===== src/rtl/mc_ctrl_hs.sv =====
// ---------------------------------------------------------------------------
// mc_ctrl_hs : multicycle RV32I control unit with a memory req/ready handshake
//
// One FSM drives the unified-memory multicycle datapath. It also decodes the
// ALU operation and selects the immediate format. Every memory access waits
// for mem_ready. A wait counter traps an access that never completes into
// HALT. Illegal opcodes are trapped into HALT as well.
//
// Optional build macro:
//   MC_PERF_CNT_EN : adds the instret port and a retired-instruction counter
//
// Ports:
//   clk, reset          clock, asynchronous active-high reset
//   op/funct3/funct7b5  instruction fields from the IR
//   zero                ALU zero flag (branch resolution)
//   mem_ready           memory accepted/completed the current access
//   mem_req             memory access request
//   pc_write, ir_write  PC / IR+OldPC enables
//   reg_write           register file write enable
//   mem_write           memory write strobe
//   adr_src             address mux (0 PC, 1 Result)
//   result_src          result mux (00 ALUOut, 01 Data, 10 ALUResult)
//   alu_src_a/_b        ALU operand muxes
//   imm_src             immediate format (I,S,B,J,U)
//   alu_control         ALU operation
//   illegal             sticky, an illegal opcode was trapped
//   mem_timeout         sticky, a handshake timed out
//   instret             retired instruction count (MC_PERF_CNT_EN only)
// ---------------------------------------------------------------------------
//
// state    | meaning
// ---------+-------------------------------------------------------------
// FETCH    | fetch request; PC+4 to PC and load IR on mem_ready
// DECODE   | ALUOut <= OldPC+imm, dispatch on opcode
// MEMADR   | ALUOut <= rs1+imm (load/store address)
// MEMREAD  | load access, wait for mem_ready
// MEMWRITE | store access, write strobe held until mem_ready
// MEMWB    | write loaded data to rd
// EXEC_R   | register-register ALU op
// EXEC_I   | register-immediate ALU op
// ALUWB    | write ALUOut to rd
// JALR_ADR | ALUOut <= rs1+imm (jalr target)
// JAL      | PC <= ALUOut, ALUOut <= OldPC+4
// BRANCH   | compare rs1-rs2, PC <= ALUOut if taken (beq/bne)
// LUI      | ALUOut <= imm
// HALT     | trapped (illegal opcode or timeout), only reset exits

module mc_ctrl_hs #(
    parameter int ALU_CTRL_W = 4,
    parameter int IMM_SRC_W  = 3,
    parameter int MAX_WAIT   = 16,
    parameter int CNT_W      = 32
) (
    input  logic                  clk,
    input  logic                  reset,
    input  logic [6:0]            op,
    input  logic [2:0]            funct3,
    input  logic                  funct7b5,
    input  logic                  zero,
    input  logic                  mem_ready,
    output logic                  mem_req,
    output logic                  pc_write,
    output logic                  ir_write,
    output logic                  reg_write,
    output logic                  mem_write,
    output logic                  adr_src,
    output logic [1:0]            result_src,
    output logic [1:0]            alu_src_a,
    output logic [1:0]            alu_src_b,
    output logic [IMM_SRC_W-1:0]  imm_src,
    output logic [ALU_CTRL_W-1:0] alu_control,
    output logic                  illegal,
    output logic                  mem_timeout
`ifdef MC_PERF_CNT_EN
    ,
    output logic [CNT_W-1:0]      instret
`endif
);

    if (ALU_CTRL_W < 4) begin : g_chk_alu_w
        $error("mc_ctrl_hs: ALU_CTRL_W must be >= 4");
    end
    if (IMM_SRC_W < 3) begin : g_chk_imm_w
        $error("mc_ctrl_hs: IMM_SRC_W must be >= 3");
    end
    if (CNT_W < 1) begin : g_chk_cnt_w
        $error("mc_ctrl_hs: CNT_W must be >= 1");
    end
    if (MAX_WAIT < 0) begin : g_chk_max_wait
        $error("mc_ctrl_hs: MAX_WAIT must be >= 0");
    end

    localparam int WAIT_W = (MAX_WAIT > 0) ? $clog2(MAX_WAIT + 1) : 1;
    localparam logic [WAIT_W-1:0] WAIT_LIMIT = WAIT_W'(MAX_WAIT);

    localparam logic [6:0] OP_LOAD   = 7'b0000011;
    localparam logic [6:0] OP_STORE  = 7'b0100011;
    localparam logic [6:0] OP_R      = 7'b0110011;
    localparam logic [6:0] OP_I      = 7'b0010011;
    localparam logic [6:0] OP_JAL    = 7'b1101111;
    localparam logic [6:0] OP_JALR   = 7'b1100111;
    localparam logic [6:0] OP_BRANCH = 7'b1100011;
    localparam logic [6:0] OP_LUI    = 7'b0110111;
    localparam logic [6:0] OP_AUIPC  = 7'b0010111;

    localparam logic [ALU_CTRL_W-1:0] ALU_ADD   = ALU_CTRL_W'(0);
    localparam logic [ALU_CTRL_W-1:0] ALU_SUB   = ALU_CTRL_W'(1);
    localparam logic [ALU_CTRL_W-1:0] ALU_AND   = ALU_CTRL_W'(2);
    localparam logic [ALU_CTRL_W-1:0] ALU_OR    = ALU_CTRL_W'(3);
    localparam logic [ALU_CTRL_W-1:0] ALU_XOR   = ALU_CTRL_W'(4);
    localparam logic [ALU_CTRL_W-1:0] ALU_SLT   = ALU_CTRL_W'(5);
    localparam logic [ALU_CTRL_W-1:0] ALU_SLL   = ALU_CTRL_W'(6);
    localparam logic [ALU_CTRL_W-1:0] ALU_SRL   = ALU_CTRL_W'(7);
    localparam logic [ALU_CTRL_W-1:0] ALU_SRA   = ALU_CTRL_W'(8);
    localparam logic [ALU_CTRL_W-1:0] ALU_PASSB = ALU_CTRL_W'(9);

    localparam logic [IMM_SRC_W-1:0] IMM_I = IMM_SRC_W'(0);
    localparam logic [IMM_SRC_W-1:0] IMM_S = IMM_SRC_W'(1);
    localparam logic [IMM_SRC_W-1:0] IMM_B = IMM_SRC_W'(2);
    localparam logic [IMM_SRC_W-1:0] IMM_J = IMM_SRC_W'(3);
    localparam logic [IMM_SRC_W-1:0] IMM_U = IMM_SRC_W'(4);

    typedef enum logic [13:0] {
        S_FETCH    = 14'h0001,
        S_DECODE   = 14'h0002,
        S_MEMADR   = 14'h0004,
        S_MEMREAD  = 14'h0008,
        S_MEMWRITE = 14'h0010,
        S_MEMWB    = 14'h0020,
        S_EXEC_R   = 14'h0040,
        S_EXEC_I   = 14'h0080,
        S_ALUWB    = 14'h0100,
        S_JALR_ADR = 14'h0200,
        S_JAL      = 14'h0400,
        S_BRANCH   = 14'h0800,
        S_LUI      = 14'h1000,
        S_HALT     = 14'h2000
    } state_e;

    state_e              state_q, state_d;
    logic [WAIT_W-1:0]   wait_q, wait_d;
    logic                illegal_q, illegal_d;
    logic                timeout_q, timeout_d;

    logic                req_c, pcw_c, irw_c, rw_c, mw_c;
    logic                mem_state;
    logic                timeout_hit;
    logic [ALU_CTRL_W-1:0] alu_dec;

    // A completing access always wins over a timeout in the same cycle.
    assign mem_state   = (state_q == S_FETCH) || (state_q == S_MEMREAD) ||
                         (state_q == S_MEMWRITE);
    assign timeout_hit = (MAX_WAIT > 0) && mem_state && !mem_ready &&
                         (wait_q == WAIT_LIMIT);

    always_comb begin
        alu_dec = ALU_ADD;
        case (funct3)
            3'b000:  alu_dec = ((op == OP_R) && funct7b5) ? ALU_SUB : ALU_ADD;
            3'b001:  alu_dec = ALU_SLL;
            3'b010:  alu_dec = ALU_SLT;
            3'b011:  alu_dec = ALU_ADD;
            3'b100:  alu_dec = ALU_XOR;
            3'b101:  alu_dec = funct7b5 ? ALU_SRA : ALU_SRL;
            3'b110:  alu_dec = ALU_OR;
            3'b111:  alu_dec = ALU_AND;
            default: alu_dec = ALU_ADD;
        endcase
    end

    always_comb begin
        imm_src = IMM_I;
        case (op)
            OP_I, OP_LOAD, OP_JALR: imm_src = IMM_I;
            OP_STORE:               imm_src = IMM_S;
            OP_BRANCH:              imm_src = IMM_B;
            OP_JAL:                 imm_src = IMM_J;
            OP_LUI, OP_AUIPC:       imm_src = IMM_U;
            default:                imm_src = IMM_I;
        endcase
    end

    always_comb begin
        state_d     = state_q;
        illegal_d   = illegal_q;
        timeout_d   = timeout_q;
        req_c       = 1'b0;
        pcw_c       = 1'b0;
        irw_c       = 1'b0;
        rw_c        = 1'b0;
        mw_c        = 1'b0;
        adr_src     = 1'b0;
        result_src  = 2'b00;
        alu_src_a   = 2'b00;
        alu_src_b   = 2'b00;
        alu_control = ALU_ADD;

        case (state_q)
            S_FETCH: begin
                req_c      = 1'b1;
                alu_src_b  = 2'b10;
                result_src = 2'b10;
                if (mem_ready) begin
                    irw_c   = 1'b1;
                    pcw_c   = 1'b1;
                    state_d = S_DECODE;
                end else if (timeout_hit) begin
                    timeout_d = 1'b1;
                    state_d   = S_HALT;
                end
            end
            S_DECODE: begin
                alu_src_a = 2'b01;
                alu_src_b = 2'b01;
                case (op)
                    OP_LOAD, OP_STORE: state_d = S_MEMADR;
                    OP_R:              state_d = S_EXEC_R;
                    OP_I:              state_d = S_EXEC_I;
                    OP_JAL:            state_d = S_JAL;
                    OP_JALR:           state_d = S_JALR_ADR;
                    OP_BRANCH:         state_d = S_BRANCH;
                    OP_LUI:            state_d = S_LUI;
                    OP_AUIPC:          state_d = S_ALUWB;
                    default: begin
                        illegal_d = 1'b1;
                        state_d   = S_HALT;
                    end
                endcase
            end
            S_MEMADR: begin
                alu_src_a = 2'b10;
                alu_src_b = 2'b01;
                // op[5] separates store (0100011) from load (0000011)
                state_d   = op[5] ? S_MEMWRITE : S_MEMREAD;
            end
            S_MEMREAD: begin
                req_c   = 1'b1;
                adr_src = 1'b1;
                if (mem_ready) begin
                    state_d = S_MEMWB;
                end else if (timeout_hit) begin
                    timeout_d = 1'b1;
                    state_d   = S_HALT;
                end
            end
            S_MEMWRITE: begin
                req_c   = 1'b1;
                adr_src = 1'b1;
                mw_c    = !timeout_hit;
                if (mem_ready) begin
                    state_d = S_FETCH;
                end else if (timeout_hit) begin
                    timeout_d = 1'b1;
                    state_d   = S_HALT;
                end
            end
            S_MEMWB: begin
                result_src = 2'b01;
                rw_c       = 1'b1;
                state_d    = S_FETCH;
            end
            S_EXEC_R: begin
                alu_src_a   = 2'b10;
                alu_control = alu_dec;
                state_d     = S_ALUWB;
            end
            S_EXEC_I: begin
                alu_src_a   = 2'b10;
                alu_src_b   = 2'b01;
                alu_control = alu_dec;
                state_d     = S_ALUWB;
            end
            S_ALUWB: begin
                rw_c    = 1'b1;
                state_d = S_FETCH;
            end
            S_JALR_ADR: begin
                alu_src_a = 2'b10;
                alu_src_b = 2'b01;
                state_d   = S_JAL;
            end
            S_JAL: begin
                alu_src_a = 2'b01;
                alu_src_b = 2'b10;
                pcw_c     = 1'b1;
                state_d   = S_ALUWB;
            end
            S_BRANCH: begin
                alu_src_a   = 2'b10;
                alu_control = ALU_SUB;
                // funct3[0] flips beq into bne
                pcw_c       = zero ^ funct3[0];
                state_d     = S_FETCH;
            end
            S_LUI: begin
                alu_src_b   = 2'b01;
                alu_control = ALU_PASSB;
                state_d     = S_ALUWB;
            end
            S_HALT: begin
                state_d = S_HALT;
            end
            default: begin
                state_d = S_HALT;
            end
        endcase
    end

    // Any state change (including entering a request state) restarts the count.
    always_comb begin
        wait_d = wait_q;
        if ((state_d != state_q) || mem_ready) begin
            wait_d = '0;
        end else if ((MAX_WAIT > 0) && req_c) begin
            wait_d = wait_q + WAIT_W'(1);
        end
    end

    always_ff @(posedge clk or posedge reset) begin
        if (reset) begin
            state_q   <= S_FETCH;
            wait_q    <= '0;
            illegal_q <= 1'b0;
            timeout_q <= 1'b0;
        end else begin
            state_q   <= state_d;
            wait_q    <= wait_d;
            illegal_q <= illegal_d;
            timeout_q <= timeout_d;
        end
    end

    // Strobes are masked by reset so a request drops as soon as reset rises.
    assign mem_req     = req_c & ~reset;
    assign pc_write    = pcw_c & ~reset;
    assign ir_write    = irw_c & ~reset;
    assign reg_write   = rw_c  & ~reset;
    assign mem_write   = mw_c  & ~reset;
    assign illegal     = illegal_q;
    assign mem_timeout = timeout_q;

`ifdef MC_PERF_CNT_EN
    logic [CNT_W-1:0] instret_q;
    logic             retire;

    assign retire = (state_d == S_FETCH) &&
                    ((state_q == S_MEMWRITE) || (state_q == S_MEMWB) ||
                     (state_q == S_ALUWB)    || (state_q == S_BRANCH));

    always_ff @(posedge clk or posedge reset) begin
        if (reset) begin
            instret_q <= '0;
        end else if (retire) begin
            instret_q <= instret_q + CNT_W'(1);
        end
    end

    assign instret = instret_q;
`endif

endmodule


===== config.mk =====
export PLATFORM = sky130hd
export DESIGN_NAME = mc_ctrl_hs
export DESIGN_NICKNAME = d
export VERILOG_FILES = /design/src/rtl/mc_ctrl_hs.sv
export SDC_FILE = /design/constraint.sdc
export NUM_CORES = 1
export LEC_CHECK = 0
export CAP_MARGIN = 10
export CORE_MARGIN = 1.5
export CORE_UTILIZATION = 25
export DETAILED_ROUTE_END_ITERATION = 10
export GPL_ROUTABILITY_DRIVEN = 0
export PLACE_DENSITY = 0.55
export SLEW_MARGIN = 40
export SYNTH_ARGS = -nofsm -noshare
export SYNTH_HDL_FRONTEND = slang
export SYNTH_SLANG_ARGS = --single-unit

===== constraint.sdc =====
create_clock -name clk -period 2.9 [get_ports clk]
set_clock_uncertainty 0.15 [all_clocks]
set_input_delay 0.58 -clock clk [delete_from_list [all_inputs] [get_ports clk]]
set_output_delay 0.58 -clock clk [all_outputs]
set_load 0.02 [all_outputs]

==> results of run 1 <==
[what timing repair did]
action / in CTS / in global routing
resized for setup: 36 / 21
endpoints found under the setup margin: 18 / 13
pin swaps: 1 / 2
setup buffers: 2 / 0
endpoints found under the hold margin: 0 / 0
[power breakdown]
part / switching, mW / internal [mW] / leakage [nW]
Clock: 0.106 / 0.0972 / 0.0217
Combinational: 0.0382 / 0.0407 / 0.890
Sequential: 0 / 0.293 / 0.285
Total: 0.144 / 0.430 / 1.20
[sequential cells by signal, indices dropped and copies added (netlist names)]
| signal | count |
|---|---|
| state_q | 14 |
| illegal | 1 |
| wait_q | 5 |
| mem_timeout | 1 |
[path summary, 6_finish.rpt]
kind                        startpoint      endpoint  slack [ns]  depth (start not counted)
max                        state_q[10]  alu_src_a[1]        0.09                          6
min                        mem_timeout   mem_timeout        0.33                          1
max reg2reg                 state_q[2]     wait_q[2]        0.48                          8
min reg2reg                mem_timeout   mem_timeout        0.33                          1
max in group asynchronous        reset   state_q[12]        1.47                          3
min in group asynchronous        reset     wait_q[4]        0.62                          2
[metal layers]
layer,wire length (µm),up-vias,part of all wire [%]
met1,2440,893,46
li1,-,920,-
met5,0,-,0
met3,223,7,4.2
met4,75,0,1.4
met2,2600,36,49
[final cells by class]
type	count	area, µm²	area share (%)
timing repair buffer	90	708	28.0
clock buffer	3	41.3	1.63
clock inverter	1	7.51	0.296
tap	77	96.3	3.80
inverter	12	45.0	1.78
sequential	21	527	20.8
multi-input combinational	161	1110	43.8
[per-stage QoR]
| stage | utilization (%) | hold WS [ns] | power (mW) | setup WS (ns) | instance area [µm²] |
|---|---|---|---|---|---|
| after floorplan | - | 0.357 | 0.326 | -0.0119 | 1700 |
| after global placement | 38.8 | 0.308 | 0.377 | -0.391 | 2490 |
| after detailed placement | 38.8 | 0.313 | 0.377 | -0.385 | 2490 |
| after CTS | 39.6 | 0.347 | 0.580 | -0.0406 | 2550 |
| after global routing | 39.5 | 0.380 | 0.600 | -0.0666 | 2530 |
| final | 39.5 | 0.332 | 0.575 | 0.0852 | 2530 |
[cells in the mapped netlist, drive strengths merged (3+ instances only)]
library cell	number
xnor2	7
or2	3
nor4	11
nand2	17
inv	12
clkbuf	3
nand3	12
nand2b	3
nor4b	3
buf	6
nand4	4
nor2b	4
nor3	14
xor2	5
a21oi	5
nor2	21
nand3b	5
o41ai	4
and3	3
dfrtp	20
o21ai	8
[logic make-up (layout without fill, tap and decap cells)]
logic type | after synthesis | count (layout)
buffers and inverters | 21 | 106
AND/OR/NAND/NOR | 112 | 112
adder cells (fa/ha/maj) | 2 | 2
XOR/XNOR | 12 | 12
AO/OA/AOI/OAI | 33 | 33
flip-flops | 21 | 21
multiplexers | 2 | 2
[worst max-delay path, cell delays in order (launching register included)]
cell and delay (ns):
dfrtp_1 0.41, nor4_4 0.37, buf_4 0.18, nand3b_1 0.12, or4_1 0.50, nand3_1 0.10
buf_4 0.14
==> results.py, run 1 <==
metrics = {
    "layout": {
        "antenna_cells": 0,
        "syn_to_final_growth_pct": 50.4,
        "stdcell_count": 365,
        "nNetsFinal": 306,
        "post_route_cells_drive_above_1_share_pct": 31.3,
        "n_fill_cell": 664,
        "most_frequent_standard_cell_in_the_layout_excluding_fill_and_tap_cells": "buf_4",
        "mostFrequentLayoutCells": "57 x buf_4, 20 x nor2_1, 20 x dfrtp_1",
    },
    "clocking": {
        "cts_hold_buf": 0,
        "largest_buffer_count_on_any_clock_path": 2,
        "cts_tree": "built",
        "worstSkewPairLatency_ns": 0.26,
        "ctsHtreeMaxLevel": 1,
        "tritoncts_num_sinks": 21,
        "tritoncts.num_buffers": 3,
        "cts_root_buf": "clkbuf_8",
        "clkTransAtPathRegs_ns": 0.08,
    },
    "synthesis": {
        "share_of_the_synthesized_area_in_compound_gates_ao_oa_aoi_oai_pct": 14.9,
        "syn_nets": 220,
        "synth.top_cells.by_area": "dfrtp_1 30%, nor2_1 4.5%, nor3_1 4.2%",
        "synth-seq-area-share_pct": 31.3,
        "synth_adder_area_share_pct": 1.49,
        "synth_top_cell_area_share_pct": 29.7,
        "synth_area_mm2": 0.00168,
        "synthDominantAreaCellType": "dfrtp_1",
        "synth-edff-count": 0,
        "ys_warn_count": 0,
        "muxShareOfSynthArea_pct": 1.19,
        "synth.lib_cells_used.distinct": 53,
        "synthesis.area_per_instance_um2": 8.30,
        "yosys_register_bits": 21,
        "postSynth.topFlopCell": "dfrtp_1",
        "synth_simple_gate_area_share_pct": 39.4,
        "synthArstFlopShare_pct": 100,
        "combinational_family_with_the_most_area_after_synthesis": "simple AND/OR/NAND/NOR gates",
        "synth_xor_area_share_pct": 6.24,
        "synthesis.instances": 203,
    },
    "floorplanning": {
        "die_w_um": 85.1,
        "num_rows": 29,
        "die_area_mm2": 0.00724,
        "design.core.area_mm2": 0.00642,
        "initial_core_util_pct": 26.2,
        "die_h_um": 85.1,
        "io_pins": 36,
    },
    "global_route": {
        "grt_busiest_layer": "met2",
        "globalRouteTotalUtil_pct": 15.1,
        "gr-usage-met2_pct": 25.8,
        "globalRouteOverflowTotal": 0,
        "gr-usage-met1_pct": 20.0,
        "first_global_vias": 1842,
        "grt_max_degree": 14,
        "initial_antenna_violation_count": 0,
        "grt_first_pass_wirelength_um": 8830,
        "grt.met3_usage_pct": 2.04,
    },
    "pwr": {
        "cellLeakagePower_nw": 1.20,
        "vdd_ir_drop_max_v": 0.000142,
        "power_density_mw_per_mm2": 227,
    },
    "drt": {
        "num_vias": 1856,
        "remaining_drc_errors": 3,
        "routed_wirelength_um": 5340,
        "post_drt_via_cell_ratio": 5.08,
        "route.antenna.remaining_nets": 0,
        "dr.first_iter.drc_count": 100,
        "routedWlPerCell_um": 14.6,
        "first_pass_iters": 7,
    },
    "worst_setup_path": {
        "crit_fanout": 3,
        "timing.critical_path.arrival_ns": 2.08,
        "path_class": "reg -> out",
        "crit_required_ns": 2.17,
        "critical_path.startpoint_type": "flop",
        "setup.worst_path.end_class": "output port",
    },
    "hold_path": {
        "min-delay-path-class": "reg -> reg",
    },
    "timing": {
        "max_freq_ghz": 0.355,
        "final-hold-violation-count": 0,
        "min_period_ns": 2.81,
        "final_setup_vio_count": 0,
        "worst_slew_margin_relative_to_its_limit_pct": 72.9,
        "tightestPinTransition_ns": 0.406,
        "setup_tns_ns": 0,
        "timing.final.max_slew_violations": 0,
        "timing.final.crit_share_pct": 97.1,
    },
    "flow_run": {
        "max_cap_viol_count": 0,
    },
    "run_status": {
        "outcome": "finished, violations left",
        "failed_checks": "design-rule violations",
    },
    "placement": {
        "numPlacedInstances": 359,
        "hpwl_reported_at_the_end_of_detailed_placement_um": 4330,
        "port_buffers": 35,
    },
}
Power figures use the tool's default switching activity.
==> run 2: changes to the inputs <==
MAX_ROUTING_LAYER = met4   (was default)
==> run 2 against run 1 <==
The run still ends with design-rule violations left. Global-route usage is 0.45 points higher. Worst hold slack hardly changed. Critical endpoint unchanged. Die area unchanged. Highest routed layer unchanged. Largest cell class unchanged.
==> results.py, run 2 (synthesis gave the netlist of run 1 again) <==
metrics = {
    "drt": {
        "num_vias": 1870,
        "first_pass_iters": 7,
        "dr.first_iter.drc_count": 149,
        "routed_wirelength_um": 5370,
        "remaining_drc_errors": 3,
        "route.antenna.remaining_nets": 0,
        "routedWlPerCell_um": 14.7,
        "post_drt_via_cell_ratio": 5.12,
    },
    "worst_setup_path": {
        "crit_required_ns": 2.17,
        "critical_path_cell_count": 6,
        "r2r_slack_ns": 0.48,
        "cp-endpoint": "alu_src_a[1]",
        "r2r_cells": 8,
        "cp_slowest_cell": "or4_1",
        "critical_path.startpoint_type": "flop",
        "timing.critical_path.buf_inv": 2,
        "path_common_cell": "buf_4",
        "worst_path_max_stage_delay_ns": 0.50,
        "timing.critical_path.max_delay_family": "simple AND/OR/NAND/NOR gates",
        "cells_along_the_critical_path": "nor4_4 -> buf_4 -> nand3b_1 -> or4_1 -> nand3_1 -> buf_4",
        "path_class": "reg -> out",
        "timing.critical_path.arrival_ns": 2.08,
        "setup.worst_path.end_class": "output port",
        "worst_r2r_src": "state_q[2]",
        "worstSetupStartpoint": "state_q[10]",
        "crit_fanout": 3,
        "reg2reg_to": "wait_q[2]",
    },
    "timing": {
        "setup_tns_ns": 0,
        "worst_slew_margin_relative_to_its_limit_pct": 72.9,
        "timing.final.max_slew_violations": 0,
        "final-hold-violation-count": 0,
        "timing.final.crit_share_pct": 97.0,
        "fin_worst_hold_slack_ns": 0.332,
        "min_period_ns": 2.81,
        "final_setup_vio_count": 0,
        "tightestPinTransition_ns": 0.406,
        "setup_ws_ns": 0.0856,
        "max_freq_ghz": 0.355,
    },
    "clocking": {
        "cts_hold_buf": 0,
        "tritoncts.num_buffers": 3,
        "cts_root_buf": "clkbuf_8",
        "ctsHtreeMaxLevel": 1,
        "tritoncts_num_sinks": 21,
        "clkTransAtPathRegs_ns": 0.08,
        "worstSkewPairLatency_ns": 0.26,
        "largest_buffer_count_on_any_clock_path": 2,
        "cts_tree": "built",
    },
    "layout": {
        "nNetsFinal": 306,
        "most_frequent_standard_cell_in_the_layout_excluding_fill_and_tap_cells": "buf_4",
        "stdcell_count": 365,
        "antenna_cells": 0,
        "n_fill_cell": 664,
        "syn_to_final_growth_pct": 50.4,
        "mostFrequentLayoutCells": "57 x buf_4, 20 x nor2_1, 20 x dfrtp_1",
        "largest_register_ffs": 14,
        "max_flop_register": "state_q",
        "post_route_cells_drive_above_1_share_pct": 31.3,
        "final_core_utilization_pct": 39.5,
        "final_area_mm2": 0.00253,
        "largestRegisters": "state_q x14, wait_q x5",
    },
    "global_route": {
        "grt_max_degree": 14,
        "initial_antenna_violation_count": 0,
        "globalRouteOverflowTotal": 0,
        "first_global_vias": 1843,
        "globalRouteTotalUtil_pct": 15.6,
        "grt_first_pass_wirelength_um": 8830,
    },
    "placement": {
        "setup_slack_at_placement_ns": -0.385,
        "dpl-instance-area_mm2": 0.00249,
        "numPlacedInstances": 359,
        "port_buffers": 35,
        "hpwl_reported_at_the_end_of_detailed_placement_um": 4330,
    },
    "run_status": {
        "outcome": "finished, violations left",
        "failed_checks": "design-rule violations",
    },
    "floorplanning": {
        "num_rows": 29,
        "io_pins": 36,
        "die_area_mm2": 0.00724,
        "design.core.area_mm2": 0.00642,
        "die_w_um": 85.1,
        "initial_core_util_pct": 26.2,
        "die_h_um": 85.1,
    },
    "hold_path": {
        "min-delay-path-class": "reg -> reg",
    },
    "pwr": {
        "vdd_ir_drop_max_v": 0.000142,
        "power_density_mw_per_mm2": 227,
        "p_total_mw": 0.575,
        "cellLeakagePower_nw": 1.20,
    },
    "flow_run": {
        "max_cap_viol_count": 0,
    },
}
run 2: cell counts in the layout (fill, tap and decap cells not counted):
Identical to the previous run, type by type.
run 2: how the worst min path moves through the flow:
stage / start / endpoint / slack, ns / cells past startpoint
after detailed placement: illegal / illegal / 0.31 / 1
after global routing: illegal / illegal / 0.38 / 1
after CTS: illegal / illegal / 0.35 / 1
after global placement: mem_timeout / mem_timeout / 0.31 / 1
final: mem_timeout / mem_timeout / 0.33 / 1
after floorplan: state_q[8] / state_q[10] / 0.36 / 1
run 2: power breakdown:
| group | total [mW] | internal, mW | switching [mW] |
|---|---|---|---|
| clock network | 0.203 | 0.0972 | 0.106 |
| logic | 0.0788 | 0.0407 | 0.0381 |
| registers | 0.293 | 0.293 | 0 |
run 2: worst register-to-register path, delay by kind of cell (launching register included):
kind	cells	cell delay [ns]
compound gates	2	0.39
buf+inv	3	0.46
flops	1	0.40
simple gates	3	0.93
run 2: timing repair:
item	CTS	global route
pin swaps	1	2
gates resized for setup	36	21
endpoints found under the setup margin	18	13
setup buffers	2	0
run 2: metal layers:
metal | routed length (µm) | vias to the layer above | track usage, %
met4 | 74 | 0 | 4.02
met2 | 2610 | 53 | 25.9
met3 | 257 | 7 | 1.85
met5 | 0 | - | -
met1 | 2430 | 890 | 20.1
li1 | - | 920 | -
run 2: cell type report:
cell class | count | area (µm²) | area share, %
clock buffers | 3 | 41.3 | 1.63
inverters | 12 | 45.0 | 1.78
clock inverters | 1 | 7.51 | 0.296
multi-input cells | 161 | 1110 | 43.8
repair buffers | 90 | 708 | 28.0
flip-flops and latches | 21 | 527 | 20.8
well taps | 77 | 96.3 | 3.80
